`src/rtl/uart_boot_loader_pkg.sv`:
```
// Shared definitions for the UART boot loader: protocol FSM states,
// receiver states and word geometry.
package uart_boot_loader_pkg;

    typedef enum logic [2:0] {
        ST_LEN0,
        ST_LEN1,
        ST_DATA,
        ST_CSUM,
        ST_DONE,
        ST_ERR
    } boot_state_t;

    typedef enum logic [2:0] {
        RX_ARM,
        RX_IDLE,
        RX_START,
        RX_BITS,
        RX_STOP
    } rx_state_t;

    localparam int WORD_BYTES = 4;

endpackage

```
`src/rtl/uart_boot_loader_rx.sv`:
```
// 8N1 UART byte receiver with a 2-flop rx synchroniser.
// Ports:
//   clk        system clock, rising edge
//   reset      asynchronous active-low reset
//   rx         raw serial input, idle high
//   data_byte  last received byte (valid with byte_valid)
//   byte_valid one-cycle pulse, good stop bit
//   frame_err  one-cycle pulse, stop bit sampled low (byte dropped)
//
// state    | meaning
// ---------+------------------------------------------------------
// RX_ARM   | wait for synchronised rx high before accepting a start
// RX_IDLE  | armed, a low level here is a start-bit falling edge
// RX_START | count to start-bit centre, reject glitches
// RX_BITS  | sample 8 data bits LSB first at bit centres
// RX_STOP  | sample stop bit, report byte or framing error
module uart_rx_byte
    import uart_boot_loader_pkg::*;
#(
    parameter int CLKS_PER_BIT = 434
) (
    input  logic       clk,
    input  logic       reset,
    input  logic       rx,
    output logic [7:0] data_byte,
    output logic       byte_valid,
    output logic       frame_err
);

    localparam int TW = $clog2(CLKS_PER_BIT);
    localparam logic [TW-1:0] HALF_M1 = TW'(CLKS_PER_BIT / 2 - 1);
    localparam logic [TW-1:0] FULL_M1 = TW'(CLKS_PER_BIT - 1);

    logic          rx_meta;
    logic          rx_sync;
    rx_state_t     state;
    logic [TW-1:0] timer;
    logic [2:0]    bit_cnt;
    logic [7:0]    shreg;

    always_ff @(posedge clk or negedge reset) begin
        if (!reset) begin
            rx_meta    <= 1'b1;
            rx_sync    <= 1'b1;
            state      <= RX_ARM;
            timer      <= '0;
            bit_cnt    <= '0;
            shreg      <= '0;
            data_byte  <= '0;
            byte_valid <= 1'b0;
            frame_err  <= 1'b0;
        end else begin
            rx_meta    <= rx;
            rx_sync    <= rx_meta;
            byte_valid <= 1'b0;
            frame_err  <= 1'b0;
            case (state)
                RX_ARM: begin
                    if (rx_sync) state <= RX_IDLE;
                end
                RX_IDLE: begin
                    // Only reachable after a high level, so low here is a falling edge.
                    if (!rx_sync) begin
                        timer <= HALF_M1;
                        state <= RX_START;
                    end
                end
                RX_START: begin
                    if (timer != '0) begin
                        timer <= timer - 1'b1;
                    end else if (rx_sync) begin
                        state <= RX_IDLE;
                    end else begin
                        timer   <= FULL_M1;
                        bit_cnt <= '0;
                        state   <= RX_BITS;
                    end
                end
                RX_BITS: begin
                    if (timer != '0) begin
                        timer <= timer - 1'b1;
                    end else begin
                        shreg   <= {rx_sync, shreg[7:1]};
                        bit_cnt <= bit_cnt + 3'd1;
                        timer   <= FULL_M1;
                        if (bit_cnt == 3'd7) state <= RX_STOP;
                    end
                end
                RX_STOP: begin
                    if (timer != '0) begin
                        timer <= timer - 1'b1;
                    end else begin
                        if (rx_sync) begin
                            data_byte  <= shreg;
                            byte_valid <= 1'b1;
                        end else begin
                            frame_err <= 1'b1;
                        end
                        state <= RX_ARM;
                    end
                end
                default: state <= RX_ARM;
            endcase
        end
    end

endmodule

```
`src/rtl/uart_boot_loader.sv`:
```
// UART boot loader: receives a length-prefixed, XOR-checksummed image over
// UART, writes it to memory word by word and releases the core on success.
// Ports:
//   clk           system clock, rising edge
//   reset         asynchronous active-low reset
//   rx            UART serial input, idle high
//   mem_addr      byte address of current write (word index * 4)
//   mem_write_en  one-cycle write strobe
//   mem_write_val assembled little-endian word
//   core_run      1 releases the core
//   done          sticky, image loaded and verified
//   error         sticky, load failed
//
// state   | meaning
// --------+-----------------------------------------------
// ST_LEN0 | waiting for word count low byte
// ST_LEN1 | waiting for word count high byte, range check
// ST_DATA | assembling words, writing every 4th byte
// ST_CSUM | waiting for checksum byte
// ST_DONE | image verified, core released (terminal)
// ST_ERR  | load failed, core held (terminal)
module uart_boot_loader
    import uart_boot_loader_pkg::*;
#(
    parameter int CLKS_PER_BIT = 434,
    parameter int MEM_WIDTH    = 32,
    parameter int MEM_SIZE     = 256
) (
    input  logic                 clk,
    input  logic                 reset,
    input  logic                 rx,
    output logic [31:0]          mem_addr,
    output logic                 mem_write_en,
    output logic [MEM_WIDTH-1:0] mem_write_val,
    output logic                 core_run,
    output logic                 done,
    output logic                 error
);

    localparam logic [15:0] MAX_COUNT = 16'(MEM_SIZE);

    logic [7:0]           rx_data;
    logic                 rx_valid;
    logic                 rx_ferr;
    boot_state_t          state;
    logic [15:0]          count;
    logic [15:0]          idx;
    logic [1:0]           byte_cnt;
    logic [7:0]           csum;
    logic [MEM_WIDTH-1:0] word;
    logic [15:0]          count_full;
    logic [15:0]          idx_next;
    logic [MEM_WIDTH-1:0] word_next;

    uart_rx_byte #(.CLKS_PER_BIT(CLKS_PER_BIT)) u_rx (
        .clk        (clk),
        .reset      (reset),
        .rx         (rx),
        .data_byte  (rx_data),
        .byte_valid (rx_valid),
        .frame_err  (rx_ferr)
    );

    assign count_full = {rx_data, count[7:0]};
    assign idx_next   = idx + 16'd1;
    // Bytes arrive least significant first, so shift in from the top.
    assign word_next  = {rx_data, word[MEM_WIDTH-1:8]};

    always_ff @(posedge clk or negedge reset) begin
        if (!reset) begin
            state         <= ST_LEN0;
            count         <= '0;
            idx           <= '0;
            byte_cnt      <= '0;
            csum          <= '0;
            word          <= '0;
            mem_addr      <= '0;
            mem_write_en  <= 1'b0;
            mem_write_val <= '0;
            core_run      <= 1'b0;
            done          <= 1'b0;
            error         <= 1'b0;
        end else begin
            mem_write_en <= 1'b0;
            if (rx_ferr && state != ST_DONE && state != ST_ERR) begin
                error <= 1'b1;
                state <= ST_ERR;
            end else if (rx_valid) begin
                case (state)
                    ST_LEN0: begin
                        count[7:0] <= rx_data;
                        state      <= ST_LEN1;
                    end
                    ST_LEN1: begin
                        count <= count_full;
                        if (count_full > MAX_COUNT) begin
                            error <= 1'b1;
                            state <= ST_ERR;
                        end else if (count_full == 16'd0) begin
                            state <= ST_CSUM;
                        end else begin
                            state <= ST_DATA;
                        end
                    end
                    ST_DATA: begin
                        word     <= word_next;
                        csum     <= csum ^ rx_data;
                        byte_cnt <= byte_cnt + 2'd1;
                        if (byte_cnt == 2'd3) begin
                            mem_write_en  <= 1'b1;
                            mem_addr      <= {14'd0, idx, 2'b00};
                            mem_write_val <= word_next;
                            idx           <= idx_next;
                            if (idx_next == count) state <= ST_CSUM;
                        end
                    end
                    ST_CSUM: begin
                        if (rx_data == csum) begin
                            done     <= 1'b1;
                            core_run <= 1'b1;
                            state    <= ST_DONE;
                        end else begin
                            error <= 1'b1;
                            state <= ST_ERR;
                        end
                    end
                    default: ;
                endcase
            end
        end
    end

endmodule

```
`config.mk`:
```
export PLATFORM = sky130hd
export DESIGN_NAME = uart_boot_loader
export DESIGN_NICKNAME = d
export VERILOG_FILES = /design/src/rtl/uart_boot_loader_pkg.sv /design/src/rtl/uart_boot_loader_rx.sv /design/src/rtl/uart_boot_loader.sv
export SDC_FILE = /design/constraint.sdc
export NUM_CORES = 1
export LEC_CHECK = 0
export ABC_AREA = 1
export ABC_CLOCK_PERIOD_IN_PS = 4100
export BUFFER_PORTS_ARGS = -buffer_cell sky130_fd_sc_hd__buf_2
export CAP_MARGIN = 20
export CELL_PAD_IN_SITES_DETAIL_PLACEMENT = 0
export CELL_PAD_IN_SITES_GLOBAL_PLACEMENT = 1
export CORE_MARGIN = 5
export CORE_UTILIZATION = 45
export CTS_BUF_LIST = sky130_fd_sc_hd__clkbuf_8
export DETAILED_ROUTE_END_ITERATION = 16
export GPL_TIMING_DRIVEN = 1
export PLACE_DENSITY = 0.79
export SLEW_MARGIN = 20
export SYNTH_ARGS = -nofsm -noshare
export SYNTH_HDL_FRONTEND = slang
export SYNTH_SLANG_ARGS = --single-unit
```
`constraint.sdc`:
```
create_clock -name clk -period 4.1 [get_ports clk]
set_input_delay 1.23 -clock clk [delete_from_list [all_inputs] [get_ports clk]]
set_output_delay 1.23 -clock clk [all_outputs]
set_load 0.01 [all_outputs]
```
==> metrics.md <==
| Metric | Value |
|---|---|
| # clock sinks | around 160 |
| Die area | ~0.018 mm^2 |
| Critical path fanouts, max | 45 |
| FF-to-FF Start | state[2] |
| Final cell count without fillers | 1129 |
| Clock transition at path regs | ~0.080 ns |
| Reg2reg end | mem_write_val[7] |
| Via density | around 4.8 |
| Worst Reg-to-Reg Cells | 11 |
| Final-report setup violation count | 0 |
| Core area | ~0.016 mm^2 |
| Residual DRC count | 0 |
| Max_slew headroom | between 60% and 70% |
| Max Slew Vio Count | 0 |
| Warnings from Yosys | 0 |
| Clock root buffer | clkbuf_8 |
| Synthesized area | just over 0.007 mm^2 |
| Post-DP HPWL | between 10000 and 15000 um |
| Hold_sp | u_rx.rx_meta |
| Initial antenna violation count | 0 |
| # fillers | approximately 1600 |
| First-pass GRT wire length | approximately 25000 um |
| Site Rows | 46 |
| #FFs+latches synth | approximately 160 |
| Placed Cells | between 1000 and 1500 |
| RSZ-0062 raised after global routing | false |
| Synth cell types | 34 |
| ANT nets after route | 0 |
| Power Density | 393 mW/mm^2 |
| VDD IR-drop max | 0.000278 V |
| Register area share after synthesis | a little over half |
| Overall Global Routing Usage | around 17% |
| Chip Height | around 140 um |
| DRT Pass-1 Iters | 5 |
| Post-CTS Setup Inserts | 0 |
| Num CTS Buffers | 17 |
| Leakage | 3.88 nW |
| Prevailing post-synth register cell | dfrtp_1 |
| Crit Path Class | reg2reg |
| Number of global-route vias before repair | around 5000 |
| # IOs | 71 |
| Average wire per standard cell | ~13 um |
| Final Hold Fails | 0 |
| Post-synth top area share | between 50 and 60% |
| Post-synth top area cell | dfrtp_1 |
| Setup_tns | 0 ns |
| Share of layout cells above drive strength 1 | 12.7% |
| Final nets | just over 900 |
| Req. time, crit path | ~4.4 ns |
| H-tree levels | 4 |
| WHS Endpoint | u_rx.rx_sync |
| IO buf count | 54 |
| Clk buf depth | 2 |
| Diodes inserted | 0 |
| Crit path DAT | roughly 2.9 ns |
| Area contributors post-synth | dfrtp_1 (54%), nand2_1 (13%), o21ai_0 (8.0%) |
| Fmax | 0.387 GHz |
| PnR Total Power | a little over 3 mW |
| Hold buffer count at CTS | 0 |
| Max Cap Viol | 0 |
| P&R area growth vs syn | 10.9% |
| TritonCTS clock tree | yes |
| Starting Density | between 40% and 50% |
| Largest net degree at the start of global routing | 67 |
| Count of cells resized by post-cts repair | 0 |
| Reg-to-reg setup timing slack | roughly 1.5 ns |
| Crit start category | flip-flop |
| Setup crit end kind | flip-flop |
| Die extent in x | about 140 um |
| Synth cell count leaders | nand2_1 (254), dfrtp_1 (153), o21ai_0 (114), inv_1 (95), nand3_1 (53) |
| Hold/Removal Path Class | reg2reg |
| Cells after synthesis | 850 |
| Status | finished, final reports clean |
| EDFF count, synth | 0 |
| Placer Congestion | around 0.85 |
| Post-Syn Area per Cell | around 8.4 um^2 |
| WL final | around 15000 um |
| Setup Skew | between 0.01 and 0.015 ns |
| Starting DRT DRC Count | roughly 390 |
| Worst slew pin tran | ~0.55 ns |
| FFs w/ async S/R, synth | 100% |
| Clk_lat worst skew | roughly 0.46 ns |
| Final worst path period share | 63.0% |
| Top-count cell post-synth | nand2_1 |
| Vias | roughly 5400 |
| Min Tclk post-route | about 2.6 ns |
| Hold depth | 0 |
| Overflow after GRT | 0 |
| WHS | ~0.36 ns |
## cell usage in the layout (no fill, tap or decap), types with 3 or more instances in the layout
cell type and instances:
a21oi_1 3, buf_2 53, buf_4 4, clkbuf_8 18
clkinv_2 3, clkinv_4 3, conb_1 16, dfrtp_1 153
ha_1 6, inv_1 97, inv_2 6, nand2_1 254
nand2_2 4, nand3_1 53, nand4_1 12, nor2_1 32
nor2_2 4, nor2_4 6, nor3_1 8, nor3_2 4
nor4_1 3, o21ai_0 114, o21ai_1 24, xnor2_1 3
xor2_1 12
## registers in the layout (all words and copies together), names as in the netlist, 3 cells and up
signal          cells
mem_addr           16
mem_write_val      32
count              16
u_rx.timer          9
idx                16
u_rx.bit_cnt        3
word               24
u_rx.shreg          8
csum                8
state               3
u_rx.data_byte      8
u_rx.state          3
## worst max path at each step
stage                   from                to  cells after the start
global route        state[2]      mem_addr[13]                     11
CTS                 state[2]  mem_write_val[7]                     11
global placement    state[2]  mem_write_val[5]                     11
finish              state[2]  mem_write_val[7]                     11
detailed placement  state[2]  mem_write_val[7]                     11
floorplan               done              done                      1
## cells by family (layout without fill, tap and decap cells)
kind of cell               after synthesis  in the layout  share of synthesized area [%]
AOI/OAI and AO/OA                      149            149                           10.8
DFF                                    155            155                           54.4
buffers and inverters                  142            190                           8.82
and+or+nand+nor                        382            382                           23.1
xor gates and xnor gates                15             15                           1.84
adders and majority gates                6              6                           1.05
other                                    1             16                         0.0525
## through the flow
| step | setup slack [ns] | util (%) | area (um^2) |
|---|---|---|---|
| floorplan | 2.32 | - | 7190 |
| global placement | 1.58 | 48.0 | 7540 |
| detailed placement | 1.50 | 48.0 | 7540 |
| CTS | 1.49 | 50.4 | 7910 |
| global route | 1.15 | 50.4 | 7910 |
| finish | 1.52 | 50.4 | 7910 |
## where the power goes
group / switching (mW) / internal, mW / total [mW]
combinational: 0.264 / 0.120 / 0.384
sequential: 0.0362 / 1.58 / 1.61
clock: 0.565 / 0.548 / 1.11
total: 0.865 / 2.25 / 3.11
## worst max-delay path, stage by stage, from the launching register on
cell and delay, ns:
dfrtp_1 0.43, nor3_1 0.20, inv_1 0.07, nor2_2 0.12, inv_2 0.07, nor2_4 0.09
inv_2 0.15, nor2_4 0.43, inv_2 0.34, buf_4 0.36, nand2_1 0.10, o21ai_0 0.08
## routing by layer
metal	vias to the layer above	wire length (um)	part of all wire, %	GRT usage (%)
li1	2792	-	-	-
met5	-	0	0	0
met2	104	6660	45	25.9
met3	24	680	4.6	3.92
met1	2473	7320	49	25.0
met4	0	276	1.8	6.72
## cell type report
cell class,instances,area (um^2),area share (%)
clock inverters,12,126,1.60
inverters,101,379,4.79
multi-input cells,568,2680,33.9
flip-flops and latches,155,3880,49.0
repair buffers,59,327,4.13
well taps,216,270,3.42
clock buffers,18,248,3.13
Note: power is estimated with default switching activity, not from simulation.
